$ cat config.mk
export PLATFORM = sky130hd
export DESIGN_NAME = pipeline_scoreboard
export DESIGN_NICKNAME = d
export VERILOG_FILES = /design/src/rtl/pipeline_scoreboard.sv
export SDC_FILE = /design/constraint.sdc
export NUM_CORES = 1
export LEC_CHECK = 0
export CORE_MARGIN = 2
export CORE_UTILIZATION = 50
export CTS_CLUSTER_DIAMETER = 100
export DETAILED_ROUTE_END_ITERATION = 8
export GPL_TIMING_DRIVEN = 0
export PLACE_DENSITY = 0.82
export SLEW_MARGIN = 20
export SYNTH_ARGS = -nofsm -noshare
export SYNTH_HDL_FRONTEND = slang
export SYNTH_SLANG_ARGS = --single-unit
$ cat constraint.sdc
create_clock -name clk -period 3 [get_ports clk]
set_input_delay 0.6 -clock clk [delete_from_list [all_inputs] [get_ports clk]]
set_output_delay 0.6 -clock clk [all_outputs]
set_load 0.01 [all_outputs]
$ cat src/rtl/pipeline_scoreboard.sv
// rtl/pipeline_scoreboard.sv - ID hazard scoreboard with stall, flush and EX forward selects
// Optional EX forwarding is enabled by defining PSB_FORWARD_EN; otherwise every in-flight match stalls.
module pipeline_scoreboard #(
    parameter int REG_AW     = 3,
    parameter int DEPTH      = 3,
    parameter int LOAD_READY = 2,
    parameter int CNT_W      = 16,
    localparam int FW        = $clog2(DEPTH)
) (
    input  logic              clk,
    input  logic              reset_n,
    input  logic              id_valid,
    input  logic [REG_AW-1:0] id_rd,
    input  logic [REG_AW-1:0] id_rs,
    input  logic              id_rd_rd,
    input  logic              id_rs_rd,
    input  logic              id_we,
    input  logic              id_load,
    input  logic              flush,
    output logic              stall,
    output logic [FW-1:0]     ex_fwd_rd,
    output logic [FW-1:0]     ex_fwd_rs,
    output logic [CNT_W-1:0]  stall_count
);

    logic [DEPTH-1:0]  valid_q, valid_d;
    logic [DEPTH-1:0]  load_q, load_d;
    logic [REG_AW-1:0] tag_rd_q [DEPTH];
    logic [REG_AW-1:0] tag_rd_d [DEPTH];
    logic [FW-1:0]     fwd_rd_q, fwd_rd_d;
    logic [FW-1:0]     fwd_rs_q, fwd_rs_d;
    logic [CNT_W-1:0]  cnt_q, cnt_d;

    logic              rd_hit, rs_hit;
    logic              rd_ld, rs_ld;
    logic              rd_ok, rs_ok;
    logic [FW-1:0]     rd_sel, rs_sel;
    logic              haz_rd, haz_rs;
    logic              issue;

    // Scan oldest to youngest so the lowest matching stage is the one left standing.
    // The WB stage is skipped: the register file writes through to the read port.
    always_comb begin
        rd_hit = 1'b0;
        rd_sel = '0;
        rd_ld  = 1'b0;
        rs_hit = 1'b0;
        rs_sel = '0;
        rs_ld  = 1'b0;
        for (int k = DEPTH - 2; k >= 0; k--) begin
            if (id_rd_rd && valid_q[k] && (tag_rd_q[k] == id_rd)) begin
                rd_hit = 1'b1;
                rd_sel = FW'(k + 1);
                rd_ld  = load_q[k];
            end
            if (id_rs_rd && valid_q[k] && (tag_rd_q[k] == id_rs)) begin
                rs_hit = 1'b1;
                rs_sel = FW'(k + 1);
                rs_ld  = load_q[k];
            end
        end
        rd_ok = ~rd_ld | (int'(rd_sel) >= LOAD_READY);
        rs_ok = ~rs_ld | (int'(rs_sel) >= LOAD_READY);
    end

`ifdef PSB_FORWARD_EN
    assign haz_rd   = rd_hit & ~rd_ok;
    assign haz_rs   = rs_hit & ~rs_ok;
    assign fwd_rd_d = (issue && rd_hit) ? rd_sel : '0;
    assign fwd_rs_d = (issue && rs_hit) ? rs_sel : '0;
`else
    logic unused_fwd;
    assign haz_rd     = rd_hit;
    assign haz_rs     = rs_hit;
    assign fwd_rd_d   = '0;
    assign fwd_rs_d   = '0;
    assign unused_fwd = ^{rd_sel, rs_sel, rd_ok, rs_ok};
`endif

    assign stall = id_valid & (haz_rd | haz_rs) & ~flush;
    assign issue = id_valid & ~stall & ~flush;

    // A flush from MEM also kills the instruction currently in EX as it moves on.
    always_comb begin
        valid_d     = {valid_q[DEPTH-2:0], issue & id_we};
        valid_d[1]  = valid_q[0] & ~flush;
        load_d      = {load_q[DEPTH-2:0], id_load};
        tag_rd_d[0] = id_rd;
        for (int k = 1; k < DEPTH; k++) begin
            tag_rd_d[k] = tag_rd_q[k-1];
        end
        cnt_d = cnt_q;
        if (stall && (cnt_q != '1)) begin
            cnt_d = cnt_q + 1'b1;
        end
    end

    always_ff @(posedge clk or negedge reset_n) begin
        if (!reset_n) begin
            valid_q  <= '0;
            load_q   <= '0;
            fwd_rd_q <= '0;
            fwd_rs_q <= '0;
            cnt_q    <= '0;
            for (int k = 0; k < DEPTH; k++) begin
                tag_rd_q[k] <= '0;
            end
        end else begin
            valid_q  <= valid_d;
            load_q   <= load_d;
            fwd_rd_q <= fwd_rd_d;
            fwd_rs_q <= fwd_rs_d;
            cnt_q    <= cnt_d;
            for (int k = 0; k < DEPTH; k++) begin
                tag_rd_q[k] <= tag_rd_d[k];
            end
        end
    end

    assign ex_fwd_rd   = fwd_rd_q;
    assign ex_fwd_rs   = fwd_rs_q;
    assign stall_count = cnt_q;

endmodule
; ---- After elaboration in Yosys (flattened, before gate mapping)
; Cells that the tools add are included.
; W data, S select, Z words.
[op_classes]
addsub = 1
eq_ne = 5
n_mux = 4
bitwise_logic = 9
reduce_logical = 9
[ops]
columns = op, count
row1 = $add A16 B1 Y16 const B, 1
row2 = $ne A16 B16 Y1 const B, 1
row3 = $eq A3 B3 Y1, 4
row4 = $logic_and A1 B1 Y1, 9
row5 = $and A1 B1 Y1, 6
row6 = $mux W1, 4
row7 = $not A1 Y1, 2
row8 = $or A1 B1 Y1, 1
[totals]
ff_bits = 24
input_bits = 14
output_inout_bits = 21
elab_cells = 32

; ---- Depth between registers and ports, before layout
; Gate-level depths: netlist of run 1.
[depth]
depth_word = 11
depth_mapped = 6
mapped_depth_nobuf = 6

; ---- Worst setup path after synthesis of run 1
; Ideal clock, no wire load.
[synth_path]
path_type = input -> output
start = in id_rd[0]
end = out stall
t_arrival_ps = 1618
required_time_ps = 2400
path_slack_ps = 782
cell_stages = 5
path_buffers = 1
path_cell_list = xor2_1 > nor4_2 > o41ai_4 > buf_6 > inv_1
[synth_between]
elab_chain_cells = 7
[synth_lines]
columns = item, line_no
row1 = start: declaration, 13  ; input logic [REG_AW-1:0] id_rd,
row2 = $eq A3 B3 Y1, 51  ; if (id_rd_rd && valid_q[k] && (tag_rd_q[k] == id_rd)) begin
row3 = $logic_and A1 B1 Y1, 51
row4 = $mux W1, 51
row5 = $mux W1 (*), 51
row6 = $or A1 B1 Y1 (*), 80  ; assign stall = id_valid & (haz_rd | haz_rs) & ~flush;
row7 = $and A1 B1 Y1 (*) (2 in series), 80
row8 = end: declaration, 20  ; output logic stall,
; Every way passes the cells marked *; elsewhere a longest branch is shown, timed or not.

; ---- Worst setup path after layout of run 1
[layout_path]
start = in id_rs[2]
end = out stall
[layout_between]
elab_chain_cells = 7
[layout_lines]
columns = item, line_no
row1 = start: declaration, 14  ; input logic [REG_AW-1:0] id_rs,
row2 = $eq A3 B3 Y1, 56  ; if (id_rs_rd && valid_q[k] && (tag_rd_q[k] == id_rs)) begin
row3 = $logic_and A1 B1 Y1, 56
row4 = $mux W1, 56
row5 = $mux W1 (*), 56
row6 = $or A1 B1 Y1 (*), 80
row7 = $and A1 B1 Y1 (*) (2 in series), 80
; Marks and branches as above.

==> impl_metrics.py, run 1 <==
metrics = {
    "synthesis": {
        "yosys_most_used_dff": "dfrtp_1",
        "synthMuxAreaShare_pct": 1.75,
        "synth-simple-area-share_pct": 26.5,
        "syn_avg_cell_area_sq_um": 11.5,
        "syn-cell-area_sq_um": 1290,
        "ys_ff_latch": 24,
        "synth_top_area_share_pct": 46.6,
        "post-synth-top-area-cell": "dfrtp_1",
        "synth_top_family_by_area": "simple AND/OR/NAND/NOR gates",
        "syn_inst": 112,
        "synth_edf_count": 0,
        "synth_compound_area_share_pct": 2.14,
        "synth-xor-area-share_pct": 17.7,
        "synth-seq-area-share_pct": 46.6,
        "async_flop_share_pct": 100,
        "synthTopCellsByArea": "dfrtp_1 47%, xor2_1 16%, nor4_2 3.9%, nand2_1 3.8%, nor4_4 3.3%",
        "yosysWarnings": 0,
        "ys_types": 25,
        "synthAdderAreaFrac_pct": 0.971,
    },
    "clocking": {
        "clk_latency_ps": 320,
        "cts_max_path_buffers": 2,
        "cts-root-buf": "clkbuf_4",
        "cts_tree": "done",
        "numCtsBuffers": 3,
        "cts.sinks": 24,
        "clk_pin_slew_ps": 130,
        "h-tree-depth": 1,
    },
    "cells_and_area": {
        "register_area_sq_um": 601,
        "drive_gt1_share_pct": 18.4,
        "multi_input_area_sq_um": 654,
        "design_area_sq_um": 1710,
        "utilization_pct": 69.5,
        "syn2layout_area_growth_pct": 32.4,
        "diodes": 0,
        "final_nets": 168,
        "fillers": 200,
    },
    "worst_setup_path": {
        "rr_startpoint": "tag_rd_d[5]$_DFF_PN0_",
        "crit_path_start": "id_rs[2]",
        "reg2reg_slack_ps": 860,
        "crit_fanout": 2,
        "critical_path_required_ps": 2400,
        "crit_path_end_kind": "output port",
        "cp-start-kind": "input port",
        "arrival_ps": 2300,
        "rr_worst_depth": 6,
        "r2r-end": "stall_count[14]$_DFFE_PN0P_",
        "critical_path_class": "in -> out",
    },
    "sta": {
        "rsz0062_at_grt": "false",
        "whs_ps": 236,
        "final.period_utilization_pct": 96.6,
        "min_period_ps": 2900,
        "finClkSkew_ps": 7.97,
        "relSlewSlack_pct": 65.4,
        "timing.final.max_slew_violations": 0,
        "max_freq_mhz": 345,
        "finalHoldViolCount": 0,
        "fin_tns_setup_ps": 0,
        "setup_viol": 0,
        "worstMarginPinSlew_ps": 520,
    },
    "global_routing": {
        "met2_usage_pct": 31.7,
        "first_global_vias": 982,
        "grt_first_pass_wirelength_um": 4040,
        "grt_remaining_overflow": 0,
        "gr-usage-all-layers_pct": 19.2,
        "grt_start_max_net_pins": 25,
        "grt.met1_usage_pct": 23.8,
        "gr-usage-met3_pct": 3.55,
        "grt-busiest-layer": "met2",
        "grt_antenna_before_repair": 0,
    },
    "power_and_ir_drop": {
        "power_density_nw_per_um2": 382,
        "p_comb_share_pct": 11.1,
        "power.net_switching_mw": 0.143,
        "p_seq_share_pct": 53.2,
        "clock_power_share_pct": 35.7,
        "ir_worst_vdd_mv": 0.306,
        "leakage_nw": 0.783,
        "p_int_mw": 0.508,
        "finalPower_mw": 0.652,
        "swShare_pct": 22.0,
    },
    "place": {
        "gp_congestion": 0.741,
        "portBuffers": 29,
        "placed_area_sq_um": 1630,
        "dp_hpwl_um": 1820,
    },
    "floorplan": {
        "die_area_sq_um": 3000,
        "die_w_um": 54.8,
        "rows": 18,
        "core_sq_um": 2450,
        "num_io_pins": 35,
        "die_h_um": 54.8,
        "start_util_pct": 52.5,
    },
    "job": {
        "max_cap_violations": 0,
    },
    "hold_path": {
        "hold_path_class": "in -> async",
    },
    "detailed_routing": {
        "first_iter_violations": 8,
        "wl_per_cell_um": 13.8,
        "ant_nets": 0,
        "viasPerCell": 5.20,
        "totalWireLength_um": 2500,
        "vias": 946,
        "drt_first_pass_iters": 2,
        "drcViolationCount": 0,
    },
    "run_status": {
        "status": "completed",
    },
}
cells in the mapped netlist (3+ instances only):
cell	number
dfrtp_1	24
xor2_1	24
nand2_1	13
nand3_1	6
nor4_1	6
buf_4	4
nor3_2	4
nor4_2	4
and4_1	3
inv_1	3
nor2_1	3
registers in the layout (all words and copies together), names as in the netlist:
signal and count:
valid_q 2, tag_rd_d 6, stall_count 16
cells in the final DEF (no fill, tap or decap):
cell | Yosys | layout
conb_1 | 1 | 4
nor2b_1 | 2 | 2
buf_2 | 0 | 1
o41ai_4 | 1 | 1
nor3_2 | 4 | 4
nand2b_1 | 1 | 1
dlygate4sd2_1 | 0 | 5
xor2_2 | 0 | 1
xnor2_1 | 2 | 2
nor3b_2 | 1 | 1
inv_1 | 3 | 3
mux2_1 | 2 | 2
nor2_1 | 3 | 3
buf_6 | 1 | 1
bufinv_16 | 0 | 1
clkdlybuf4s50_1 | 0 | 23
buf_4 | 4 | 8
and4_1 | 3 | 3
nor4_2 | 4 | 4
nor3_1 | 1 | 1
xor2_1 | 24 | 23
nand2_1 | 13 | 13
nor2_2 | 1 | 1
nand4_1 | 1 | 1
clkbuf_4 | 0 | 3
ha_1 | 1 | 1
and3_1 | 1 | 1
nor4_4 | 2 | 2
nor4_1 | 6 | 6
dfrtp_1 | 24 | 24
nand3_1 | 6 | 6
logic make-up after synthesis:
group	Yosys count
adders and majority gates	1
AOI/OAI and AO/OA	1
xor gates and xnor gates	26
and+or+nand+nor	49
buffers and inverters	8
other	1
muxes	2
DFF	24
how the worst max path moves through the flow:
stage | end | slack (ps) | depth (start not counted)
6_report | stall | 100 | 8
5_1_grt | stall | 20 | 8
4_1_cts | stall | 90 | 8
3_5_place_dp | stall | -410 | 7
3_3_place_gp | stall | -390 | 7
2_1_floorplan | stall | 780 | 5
what timing repair did:
| item | CTS | global route |
|---|---|---|
| buffers inserted | 4 | 0 |
| setup endpoints to repair | 1 | 0 |
| gates resized for setup | 6 | 0 |
| hold buffers | 0 | 0 |
worst max-delay path, stage by stage:
cell and delay, ps:
clkdlybuf4s50_1 510, xor2_1 190, nor4_2 70, buf_4 140
o41ai_4 340, buf_6 150, inv_1 30, dlygate4sd2_1 270
power groups by stage:
| stage | registers (mW) | clock network (mW) | logic [mW] |
|---|---|---|---|
| floorplan | 0.354 | 0 | 0.0295 |
| global placement | 0.352 | 0 | 0.0736 |
| detailed placement | 0.353 | 0 | 0.0742 |
| CTS | 0.347 | 0.238 | 0.0745 |
| global route | 0.349 | 0.251 | 0.0815 |
| finish | 0.347 | 0.232 | 0.0722 |
area by class of cell:
class / instances / share of cell area, %
Buffer: 5 / 2.42
Clock buffer: 3 / 1.32
Clock inverter: 1 / 1.76
Inverter: 3 / 0.660
Multi-Input combinational cell: 83 / 38.3
Sequential cell: 24 / 35.2
Tap cell: 30 / 2.20
Timing Repair Buffer: 33 / 18.1
layer usage:
metal	up-vias	routed length (um)
met2	28	1180
li1	457	-
met5	-	0
met3	4	139
met4	0	36
met1	457	1150
metrics by stage:
stage,instances,setup WS [ps]
2_1_floorplan,115,782
3_3_place_gp,174,-388
4_1_cts,182,91.0
5_1_grt,182,20.3
3_5_place_dp,174,-410
6_report,182,102
(Power assumes the default switching activity.)
==> run 2: changes to the inputs <==
Settings changed: DONT_BUFFER_PORTS set to 1, PLACE_DENSITY 0.82 to not set.
==> run 2 against run 1 <==
Effect of this change: register-to-register slack got worse by 40 ps; sequential share of layout area up 7.9 points; clock power about the same; first-iteration DRC count is 130% higher; largest cell class unchanged.
==> impl_metrics.py, run 2 (synthesis results as in run 1) <==
metrics = {
    "run_status": {
        "status": "completed",
    },
    "power_and_ir_drop": {
        "finalPower_mw": 0.625,
        "ir_worst_vdd_mv": 0.276,
        "leakage_nw": 0.649,
        "power_density_nw_per_um2": 448,
    },
    "sta": {
        "min_period_ps": 2550,
        "timing.final.max_slew_violations": 0,
        "rsz0062_at_grt": "false",
        "max_freq_mhz": 393,
        "finClkSkew_ps": 3.17,
        "fin_tns_setup_ps": 0,
        "relSlewSlack_pct": 63.8,
        "setup_viol": 0,
        "final.period_utilization_pct": 84.9,
        "finalHoldViolCount": 0,
        "worstMarginPinSlew_ps": 543,
    },
    "clocking": {
        "clk_pin_slew_ps": 140,
        "cts.sinks": 24,
        "numCtsBuffers": 3,
        "cts_resized": 0,
        "h-tree-depth": 1,
        "cts-root-buf": "clkbuf_4",
        "clk_latency_ps": 310,
        "cts_tree": "done",
        "cts_max_path_buffers": 2,
    },
    "job": {
        "max_cap_violations": 0,
    },
    "worst_setup_path": {
        "crit_path_end_kind": "output port",
        "critical_path_class": "reg -> out",
        "cp-start-kind": "flop",
        "arrival_ps": 1950,
        "critical_path_required_ps": 2400,
        "crit_fanout": 10,
    },
    "hold_path": {
        "hold_path_class": "in -> async",
    },
    "detailed_routing": {
        "viasPerCell": 5.63,
        "wl_per_cell_um": 15.4,
        "first_iter_violations": 18,
        "wl_met1_um": 950,
        "drcViolationCount": 0,
        "totalWireLength_um": 2310,
        "wl_met2_um": 1130,
        "ant_nets": 0,
        "top_layer": "met4",
        "vias": 845,
        "dr_wl_met3_um": 218,
        "drt_first_pass_iters": 4,
    },
    "cells_and_area": {
        "design_area_sq_um": 1400,
        "largest_reg_flops": 16,
        "syn2layout_area_growth_pct": 8.25,
        "final_nets": 136,
        "diodes": 0,
        "multi_input_area_sq_um": 647,
        "drive_gt1_share_pct": 19.2,
        "final_cells": 150,
        "register_area_sq_um": 601,
        "layout_common_cells": "24 x xor2_1, 24 x dfrtp_1, 13 x nand2_1",
        "fillers": 232,
    },
    "place": {
        "portBuffers": 0,
        "placed_cells": 145,
        "placed_area_sq_um": 1340,
        "dp_hpwl_um": 1750,
        "gp_congestion": 0.713,
    },
    "floorplan": {
        "rows": 18,
        "core_sq_um": 2450,
        "start_util_pct": 52.5,
        "die_area_sq_um": 3000,
        "num_io_pins": 35,
        "die_h_um": 54.8,
        "die_w_um": 54.8,
    },
    "global_routing": {
        "gr-usage-all-layers_pct": 17.7,
        "grt_start_max_net_pins": 25,
        "first_global_vias": 853,
        "grt_first_pass_wirelength_um": 3680,
        "grt_antenna_before_repair": 0,
        "grt_remaining_overflow": 0,
    },
}
==> run 2: cell types whose count changed in the layout (fill, tap and decap cells not counted) <==
cell | previous run | this run
clkdlybuf4s50_1 | 23 | 0
dlygate4sd2_1 | 5 | 0
buf_4 | 8 | 4
xor2_1 | 23 | 24
xor2_2 | 1 | 0
==> run 2: area by class of cell <==
class,count,area share (%)
multi-input cells,83,46.4
flip-flops and latches,24,43.0
plain buffers,5,2.96
well taps,30,2.69
clock inverters,1,2.15
clock buffers,3,1.61
inverters,3,0.807
repair buffers,1,0.359
==> run 2: path summary, 6_finish.rpt <==
path	start	endpoint	slack (ps)	depth (start not counted)
setup reg to reg	stall_count[0]$_DFFE_PN0P_	stall_count[1]$_DFFE_PN0P_	820	6
hold / removal	reset_n	stall_count[5]$_DFFE_PN0P_	250	1
max in group asynchronous	reset_n	stall_count[11]$_DFFE_PN0P_	2390	1
setup / recovery	tag_rd_d[2]$_DFF_PN0_	stall	450	5
hold reg to reg	tag_rd_d[5]$_DFF_PN0_	tag_rd_d[2]$_DFF_PN0_	460	0
min in group clk	id_rd[0]	tag_rd_d[3]$_DFF_PN0_	300	0
==> run 2: power by group <==
group	internal (mW)	switching, mW	total [mW]	leakage [nW]
sequential	0.335	0.0158	0.350	0.309
clock	0.135	0.0985	0.233	0.0279
combinational	0.0176	0.0233	0.0409	0.312
total	0.487	0.138	0.625	0.649
==> run 2: layer usage <==
metal | global-route usage (%) | vias to the layer above
met3 | 5.19 | 2
met5 | 0 | -
met2 | 29.8 | 36
met1 | 20.8 | 414
met4 | 7.50 | 0
li1 | - | 393
==> run 2: timing repair <==
action	in CTS	in global routing
hold endpoints to repair	24	0
buffers inserted	0	0
endpoints found under the setup margin	0	0
hold buffers	1	0
==> run 2: worst max-delay path, cell delays in order (launching register included) <==
cell and delay (ps):
dfrtp_1 420, xor2_1 210, nor4_2 100, o41ai_4 570
buf_6 250, inv_1 90
==> run 2: metrics by stage <==
stage | hold WS, ps | util, % | worst slack, ps
2_1_floorplan | 304 | - | 782
3_3_place_gp | 305 | 54.5 | 595
3_5_place_dp | 305 | 54.5 | 588
4_1_cts | 280 | 57.0 | 406
5_1_grt | 259 | 56.8 | 307
6_report | 247 | 56.8 | 454
==> run 3: changes to the inputs <==
Clock period 3 ns to 2.5 ns, I/O delays scaled along.
==> run 3 against run 2 <==
Effect of this change: non-clock buffer count rose by 4; cell count is 2.7% higher; critical path depth stayed put; highest routed layer unchanged; power increased by 20%; via count is 0.59% higher; sequential power up 20%.
==> impl_metrics.py, run 3 (synthesis results as in run 1) <==
metrics = {
    "run_status": {
        "status": "completed",
    },
    "sta": {
        "worst_slack_ps": 161,
        "timing.final.max_slew_violations": 0,
        "max_freq_mhz": 427,
        "min_period_ps": 2340,
        "finClkSkew_ps": 5.61,
        "finalHoldViolCount": 0,
        "final.period_utilization_pct": 93.6,
        "rsz0062_at_grt": "false",
        "setup_viol": 0,
        "relSlewSlack_pct": 63.1,
        "fin_tns_setup_ps": 0,
        "worstMarginPinSlew_ps": 554,
    },
    "floorplan": {
        "core_sq_um": 2450,
        "die_area_sq_um": 3000,
        "rows": 18,
        "die_w_um": 54.8,
        "die_h_um": 54.8,
        "num_io_pins": 35,
        "start_util_pct": 52.5,
    },
    "power_and_ir_drop": {
        "leakage_nw": 0.666,
        "ir_worst_vdd_mv": 0.335,
        "power_density_nw_per_um2": 528,
    },
    "detailed_routing": {
        "ant_nets": 0,
        "drcViolationCount": 0,
        "first_iter_violations": 21,
        "viasPerCell": 5.52,
        "drt_first_pass_iters": 4,
        "vias": 850,
        "totalWireLength_um": 2370,
        "wl_per_cell_um": 15.4,
    },
    "job": {
        "max_cap_violations": 0,
    },
    "global_routing": {
        "first_global_vias": 853,
        "grt_first_pass_wirelength_um": 3680,
        "grt_start_max_net_pins": 25,
        "grt_remaining_overflow": 0,
        "gr-usage-all-layers_pct": 17.7,
        "grt_antenna_before_repair": 0,
    },
    "place": {
        "dp_hpwl_um": 1750,
        "gp_congestion": 0.713,
        "portBuffers": 0,
        "post-place-ws_ps": 288,
    },
    "worst_setup_path": {
        "crit_fanout": 6,
        "critical_path_required_ps": 2000,
        "critical_path_class": "reg -> out",
        "arrival_ps": 1840,
        "crit_path_end_kind": "output port",
        "worstPathCellList": "xor2_1 > nor4_2 > o41ai_4 > buf_6 > inv_1",
        "cp-start-kind": "flop",
        "cp_slowest_cell": "o41ai_4",
        "cp_slowest_stage_delay_ps": 500,
    },
    "clocking": {
        "cts_max_path_buffers": 2,
        "clk_latency_ps": 310,
        "clk_pin_slew_ps": 140,
        "cts.sinks": 24,
        "numCtsBuffers": 3,
        "cts_tree": "done",
        "cts-root-buf": "clkbuf_4",
        "h-tree-depth": 1,
    },
    "cells_and_area": {
        "layout_common_cells": "24 x xor2_1, 24 x dfrtp_1, 13 x nand2_1",
        "diodes": 0,
        "syn2layout_area_growth_pct": 10.6,
        "fillers": 233,
        "largest_reg_flops": 16,
        "drive_gt1_share_pct": 21.8,
        "final_nets": 140,
    },
    "hold_path": {
        "hold_path_class": "in -> async",
    },
}
## run 3: changes by cell type in the layout (fill, tap and decap cells not counted)
cell	before	now
buf_4	4	8
## run 3: path summary, 6_finish.rpt
kind | from | to | slack (ps) | cells past startpoint
worst min-delay path | reset_n | stall_count[14]$_DFFE_PN0P_ | 150 | 1
worst min register to register | tag_rd_d[4]$_DFF_PN0_ | tag_rd_d[1]$_DFF_PN0_ | 460 | 0
worst max register to register | stall_count[0]$_DFFE_PN0P_ | stall_count[1]$_DFFE_PN0P_ | 320 | 6
min in group clk | id_rd[0] | tag_rd_d[3]$_DFF_PN0_ | 190 | 0
worst max-delay path | tag_rd_d[3]$_DFF_PN0_ | stall | 160 | 5
max in group asynchronous | reset_n | stall_count[0]$_DFFE_PN0P_ | 1980 | 1
## run 3: final cells by class
cell class | instances | area (sq um) | area share, %
Buffer | 5 | 41.3 | 2.90
Tap cell | 30 | 37.5 | 2.63
Clock inverter | 1 | 30.0 | 2.11
Multi-Input combinational cell | 83 | 647 | 45.4
Timing Repair Buffer | 5 | 35.0 | 2.46
Clock buffer | 3 | 22.5 | 1.58
Sequential cell | 24 | 601 | 42.1
Inverter | 3 | 11.3 | 0.790
## run 3: where the power goes
group | switching (mW) | total (mW) | internal (mW)
registers | 0.0191 | 0.421 | 0.401
clock network | 0.120 | 0.282 | 0.162
logic | 0.0283 | 0.0501 | 0.0217
## run 3: metrics by stage
step	std cells	hold WS [ps]	total power [mW]	cell area, sq um	utilization (%)
2_1_floorplan	115	204	0.460	1300	-
3_3_place_gp	145	205	0.467	1340	54.5
3_5_place_dp	145	205	0.471	1340	54.5
4_1_cts	150	180	0.764	1400	57.0
5_1_grt	154	159	0.791	1430	58.1
6_report	154	150	0.752	1430	58.1
## run 3: what timing repair did
| action | 4_1_cts | 5_1_grt |
|---|---|---|
| resized for setup | 0 | 0 |
| setup endpoints to repair | 0 | 1 |
| hold buffers | 1 | 0 |
| hold endpoints to repair | 24 | 0 |
| setup buffers | 0 | 4 |
## run 3: worst max-delay path: cells and delay by family, from the launching register on
kind            cells  cell delay [ps]
compound gates      1              500
flops               1              440
buf+inv             2              260
simple gates        1               90
xor+xnor            1              240
## run 3: routing by layer
layer	global-route usage, %	part of all wire (%)	up-vias
met1	20.8	42	414
met2	29.8	49	33
met4	7.50	0.42	0
li1	-	-	401
met5	0	0	-
met3	5.19	8.8	2
